[src/rtl/i2s_transmitter.sv]
// rtl/i2s_transmitter.sv - I2S serializer with single-entry sample buffer and sticky underrun flag
module i2s_transmitter #(
  parameter int SAMPLE_WIDTH = 24,
  parameter int SLOT_BITS    = 32,
  parameter int BCLK_DIV     = 4
) (
  input  logic                    clk,
  input  logic                    reset,
  input  logic                    enable,
  input  logic [SAMPLE_WIDTH-1:0] left_data,
  input  logic [SAMPLE_WIDTH-1:0] right_data,
  input  logic                    sample_valid,
  output logic                    sample_ready,
  input  logic                    underrun_clr,
  output logic                    underrun,
  output logic                    frame_start,
  output logic                    dac_bclk,
  output logic                    dac_lrclk,
  output logic                    dac_data
);

  localparam int FRAME_BITS = 2 * SLOT_BITS;
  localparam int CNT_W      = ($clog2(FRAME_BITS) > 6) ? $clog2(FRAME_BITS) : 6;
  localparam int DIV_W      = (BCLK_DIV > 1) ? $clog2(BCLK_DIV) : 1;
  // Zero bits after the sample inside a slot; the slot's first bit is the I2S delay bit.
  localparam int PAD        = SLOT_BITS - SAMPLE_WIDTH - 1;

  localparam logic [DIV_W-1:0] DIV_LAST = DIV_W'(BCLK_DIV - 1);
  localparam logic [CNT_W-1:0] CNT_LAST = CNT_W'(FRAME_BITS - 1);
  localparam logic [CNT_W-1:0] CNT_SLOT = CNT_W'(SLOT_BITS);

  logic [DIV_W-1:0]        div_q, div_d;
  logic [CNT_W-1:0]        cnt_q, cnt_d;
  logic                    bclk_q, bclk_d;
  logic                    lrclk_q, lrclk_d;
  logic                    data_q, data_d;
  logic                    fs_q, fs_d;
  logic                    und_q, und_d;
  logic                    full_q, full_d;
  logic [SAMPLE_WIDTH-1:0] pend_l_q, pend_l_d;
  logic [SAMPLE_WIDTH-1:0] pend_r_q, pend_r_d;
  logic [FRAME_BITS-1:0]   shift_q, shift_d;
  logic [FRAME_BITS-1:0]   load_frame;
  logic [SLOT_BITS-1:0]    l_slot, r_slot;
  logic                    tick, fall, boundary, accept;

  assign tick     = (div_q == DIV_LAST);
  assign fall     = enable && tick && bclk_q;
  assign boundary = fall && (cnt_q == CNT_LAST);

  assign sample_ready = enable && !full_q && !reset;
  assign accept       = sample_valid && sample_ready;

  // Frame image in transmit order: MSB of load_frame goes out at bit_cnt 0.
  assign l_slot     = {{(SLOT_BITS - SAMPLE_WIDTH){1'b0}}, pend_l_q} << PAD;
  assign r_slot     = {{(SLOT_BITS - SAMPLE_WIDTH){1'b0}}, pend_r_q} << PAD;
  assign load_frame = full_q ? {l_slot, r_slot} : '0;

  assign dac_bclk    = bclk_q;
  assign dac_lrclk   = lrclk_q;
  assign dac_data    = data_q;
  assign frame_start = fs_q;
  assign underrun    = und_q;

  // Next-state: divider, bit clock, serializer, pending buffer and underrun flag.
  always_comb begin
    div_d    = div_q;
    cnt_d    = cnt_q;
    bclk_d   = bclk_q;
    lrclk_d  = lrclk_q;
    data_d   = data_q;
    fs_d     = 1'b0;
    full_d   = full_q;
    pend_l_d = pend_l_q;
    pend_r_d = pend_r_q;
    shift_d  = shift_q;
    und_d    = und_q;

    if (!enable) begin
      div_d   = '0;
      cnt_d   = CNT_LAST;
      bclk_d  = 1'b0;
      lrclk_d = 1'b0;
      data_d  = 1'b0;
      full_d  = 1'b0;
      shift_d = '0;
    end else begin
      div_d = tick ? '0 : div_q + 1'b1;
      if (tick) begin
        bclk_d = ~bclk_q;
      end
      if (fall) begin
        cnt_d   = (cnt_q == CNT_LAST) ? '0 : cnt_q + 1'b1;
        lrclk_d = (cnt_d >= CNT_SLOT);
        if (boundary) begin
          // Bit 0 of every frame is the delay bit and is always zero.
          data_d  = 1'b0;
          shift_d = load_frame << 1;
          fs_d    = 1'b1;
          full_d  = 1'b0;
        end else begin
          data_d  = shift_q[FRAME_BITS-1];
          shift_d = shift_q << 1;
        end
      end
      // An accept in the boundary clk lands after the buffer was sampled, so it waits a frame.
      if (accept) begin
        full_d   = 1'b1;
        pend_l_d = left_data;
        pend_r_d = right_data;
      end
    end

    if (boundary && !full_q) begin
      und_d = 1'b1;
    end else if (underrun_clr) begin
      und_d = 1'b0;
    end
  end

  // State registers with synchronous active-high reset.
  always_ff @(posedge clk) begin
    if (reset) begin
      div_q    <= '0;
      cnt_q    <= CNT_LAST;
      bclk_q   <= 1'b0;
      lrclk_q  <= 1'b0;
      data_q   <= 1'b0;
      fs_q     <= 1'b0;
      und_q    <= 1'b0;
      full_q   <= 1'b0;
      pend_l_q <= '0;
      pend_r_q <= '0;
      shift_q  <= '0;
    end else begin
      div_q    <= div_d;
      cnt_q    <= cnt_d;
      bclk_q   <= bclk_d;
      lrclk_q  <= lrclk_d;
      data_q   <= data_d;
      fs_q     <= fs_d;
      und_q    <= und_d;
      full_q   <= full_d;
      pend_l_q <= pend_l_d;
      pend_r_q <= pend_r_d;
      shift_q  <= shift_d;
    end
  end

endmodule

[config.mk]
export PLATFORM = sky130hd
export DESIGN_NAME = i2s_transmitter
export DESIGN_NICKNAME = d
export VERILOG_FILES = /design/src/rtl/i2s_transmitter.sv
export SDC_FILE = /design/constraint.sdc
export NUM_CORES = 1
export LEC_CHECK = 0
export CELL_PAD_IN_SITES_DETAIL_PLACEMENT = 1
export CELL_PAD_IN_SITES_GLOBAL_PLACEMENT = 1
export CORE_UTILIZATION = 32
export DETAILED_ROUTE_END_ITERATION = 16
export PLACE_DENSITY_LB_ADDON = 0.2
export SYNTH_ARGS = -nofsm -noshare
export SYNTH_HDL_FRONTEND = slang
export SYNTH_SLANG_ARGS = --single-unit
[constraint.sdc]
create_clock -name clk -period 2.1 [get_ports clk]
set_clock_uncertainty 0.1 [all_clocks]
set_input_delay 0.42 -clock clk [delete_from_list [all_inputs] [get_ports clk]]
set_output_delay 0.42 -clock clk [all_outputs]
set_load 0.02 [all_outputs]
==> out/metrics.cfg <==
[clock_tree]
cts.clk_slew.worst_paths_ns = 0.05
clkSinkCount = 118
cts_root_buffer = clkbuf_16
cts_hold_buf = 0
cts_setup_buffers = 0
numCtsBuffers = 17
ctsLongestPathBuffers = 2
clkLatencyLatePin_ns = 0.41
htreeDepth = 4
tritoncts = built

[grt]
grt_max_degree = 55
grt_pass1_wl_um = 23900
grt_pass1_vias = 4693
grt_overflow = 0
antenna_found_initial = 0
grt_use_total_pct = 19.0

[finish]
utilization_pct = 42.0
drive_gt1_share_pct = 8.36
area_delta_synth_final_pct = 27.1
diodes = 0
nets = 690
layout_commonest_cell = dfxtp_1
most-common-layout-cells = dfxtp_1, nand2_1, o21ai_0, a21oi_1, clkdlybuf4s50_1

[sta]
worst_slack_ns = 0.163
rsz0062_at_grt = false
period_needed_ns = 1.94
fmax_mhz = 516
period_share_pct = 92.2
maxSlewViolCount = 0
tightest_slew_ns = 0.463
hold_viol_final = 0
setup_viol = 0
slew_headroom_pct = 69.1

[route]
antenna_left = 0
drt_iter0_drc = 347
viasPerCell = 5.51
drc = 0
detailedRoute.firstPassIterationCount = 6
wl_per_cell_um = 17.1
vias = 4571
wirelength_um = 14200

[outcome]
status = finished, final reports clean

[logic_synthesis]
ys_seq_elements = 118
yosysUniqueCellTypes = 33
ys_seq_area_share_pct = 48.6
synthesis.area_um2 = 4860
synth_flop_cell = dfxtp_1
avgSynthCellArea_um2 = 8.11
synth_fp_nets = 654
syn_inst = 599
ys_warn_count = 0
synth_edf_count = 0
synth-async-reset-ratio_pct = 0

[floorplanning]
io_pins = 59
die_area_um2 = 15700
coreArea_um2 = 14700
die_h_um = 125
initial_core_util_pct = 33.0
rows = 44
fp.dieW_um = 125

[setup_path]
crit_chain = clkdlybuf4s50_1 > nand2b_1 > nor2_1 > dlygate4sd2_1
criticalPathCategory = primary input to output pin
cp.required_ns = 1.58
slowest_delay_ns = 0.48
critPathMaxFanout = 2
critical_path_arrival_ns = 1.42
cp-end-kind = output pin
cpMaxStageDelayCell = clkdlybuf4s50_1
crit_path_start_kind = primary input

[place]
finalWeightedCongestion = 0.754
hpwlAfterDp_um = 8650
numPortBuffers = 58
dpl_worst_slack_ns = -0.117

[power]
vdd_drop_max_mv = 0.586
power-per-cell-area_nw_per_um2 = 848
leakage_nw = 2.09

[run]
cap_violations = 0

[hold_path]
holdCritPathClass = flop to flop

==> Yosys cell counts (2+ instances only) <==
master	n	area, um^2
and2_1	3	18.8
nor2_1	3	11.3
clkbuf_1	41	154
a41oi_1	29	254
nand2b_1	2	12.5
dfxtp_1	118	2360
a31oi_1	20	125
a21oi_1	90	450
buf_2	15	75.1
o21ai_0	98	490
or4_1	2	15.0
nand2_1	115	432
o211ai_1	11	82.6
nand3_1	4	20.0
nand4_1	20	125
o31ai_1	2	15.0
buf_4	8	60.1
and3_1	2	12.5
ha_1	2	25.0
==> power by group <==
part           leakage (nW)  switching [mW]  internal (mW)
Clock                 0.264           0.960           1.74
Sequential            0.954          0.0186           2.27
Combinational         0.871           0.117          0.133
==> kinds of logic (layout without fill, tap and decap cells) <==
| logic type | after synthesis | count (layout) | synth area share, % |
|---|---|---|---|
| AND/OR/NAND/NOR | 160 | 160 | 14.8 |
| buffers and inverters | 66 | 113 | 6.29 |
| XOR/XNOR | 2 | 2 | 0.361 |
| AO/OA/AOI/OAI | 251 | 251 | 29.4 |
| flip-flops | 118 | 118 | 48.6 |
| adder cells (fa/ha/maj) | 2 | 2 | 0.515 |
==> registers in the layout, indices dropped and copies added, names as in the netlist <==
| signal | cells |
|---|---|
| frame_start | 1 |
| dac_bclk | 1 |
| cnt_q | 6 |
| div_q | 2 |
| dac_lrclk | 1 |
| shift_q | 56 |
| full_q | 1 |
| pend_r_q | 24 |
| pend_l_q | 24 |
| underrun | 1 |
| dac_data | 1 |
==> worst paths after layout <==
check | endpoint | startpoint | slack [ns] | depth (start not counted)
worst max-delay path | sample_ready | enable | 0.16 | 4
worst min-delay path | div_q[0] | div_q[0] | 0.33 | 1
worst max register to register | cnt_q[0] | cnt_q[0] | 0.21 | 5
worst min register to register | div_q[0] | div_q[0] | 0.33 | 1
==> stage by stage <==
step                cell area [um^2]  TNS (ns)  power, mW  instances  hold slack [ns]
floorplan                       4860         0       2.44        599            0.304
global placement                5630   -0.0785       2.59        800            0.315
detailed placement              5630    -0.117       2.59        800            0.329
CTS                             6170         0       5.30        830            0.336
global route                    6170         0       5.42        830            0.350
finish                          6170         0       5.24        830            0.335
==> routing by layer <==
| metal | vias up | wire, um | global-route usage (%) |
|---|---|---|---|
| met5 | - | 0 | 0 |
| met4 | 0 | 176 | 5.74 |
| met3 | 15 | 365 | 5.18 |
| met2 | 66 | 6790 | 31.4 |
| met1 | 2249 | 6850 | 24.2 |
| li1 | 2241 | - | - |
==> cell type report <==
cell class | count | area (um^2)
multi-input cells | 415 | 2200
clock buffers | 27 | 503
flip-flops and latches | 118 | 2360
fillers | 1705 | 8520
repair buffers | 83 | 840
well taps | 184 | 230
clock inverters | 3 | 42.5
==> worst max-delay path: cells and delay by family <==
family        cells  cell delay, ns
buf+inv           2            0.81
simple gates      2            0.18
==> timing repair <==
item / CTS / global route
setup endpoints to repair: 1 / 1
resized for setup: 1 / 1
gates cloned: 0 / 0
Note: power is estimated with default switching activity, not from simulation.
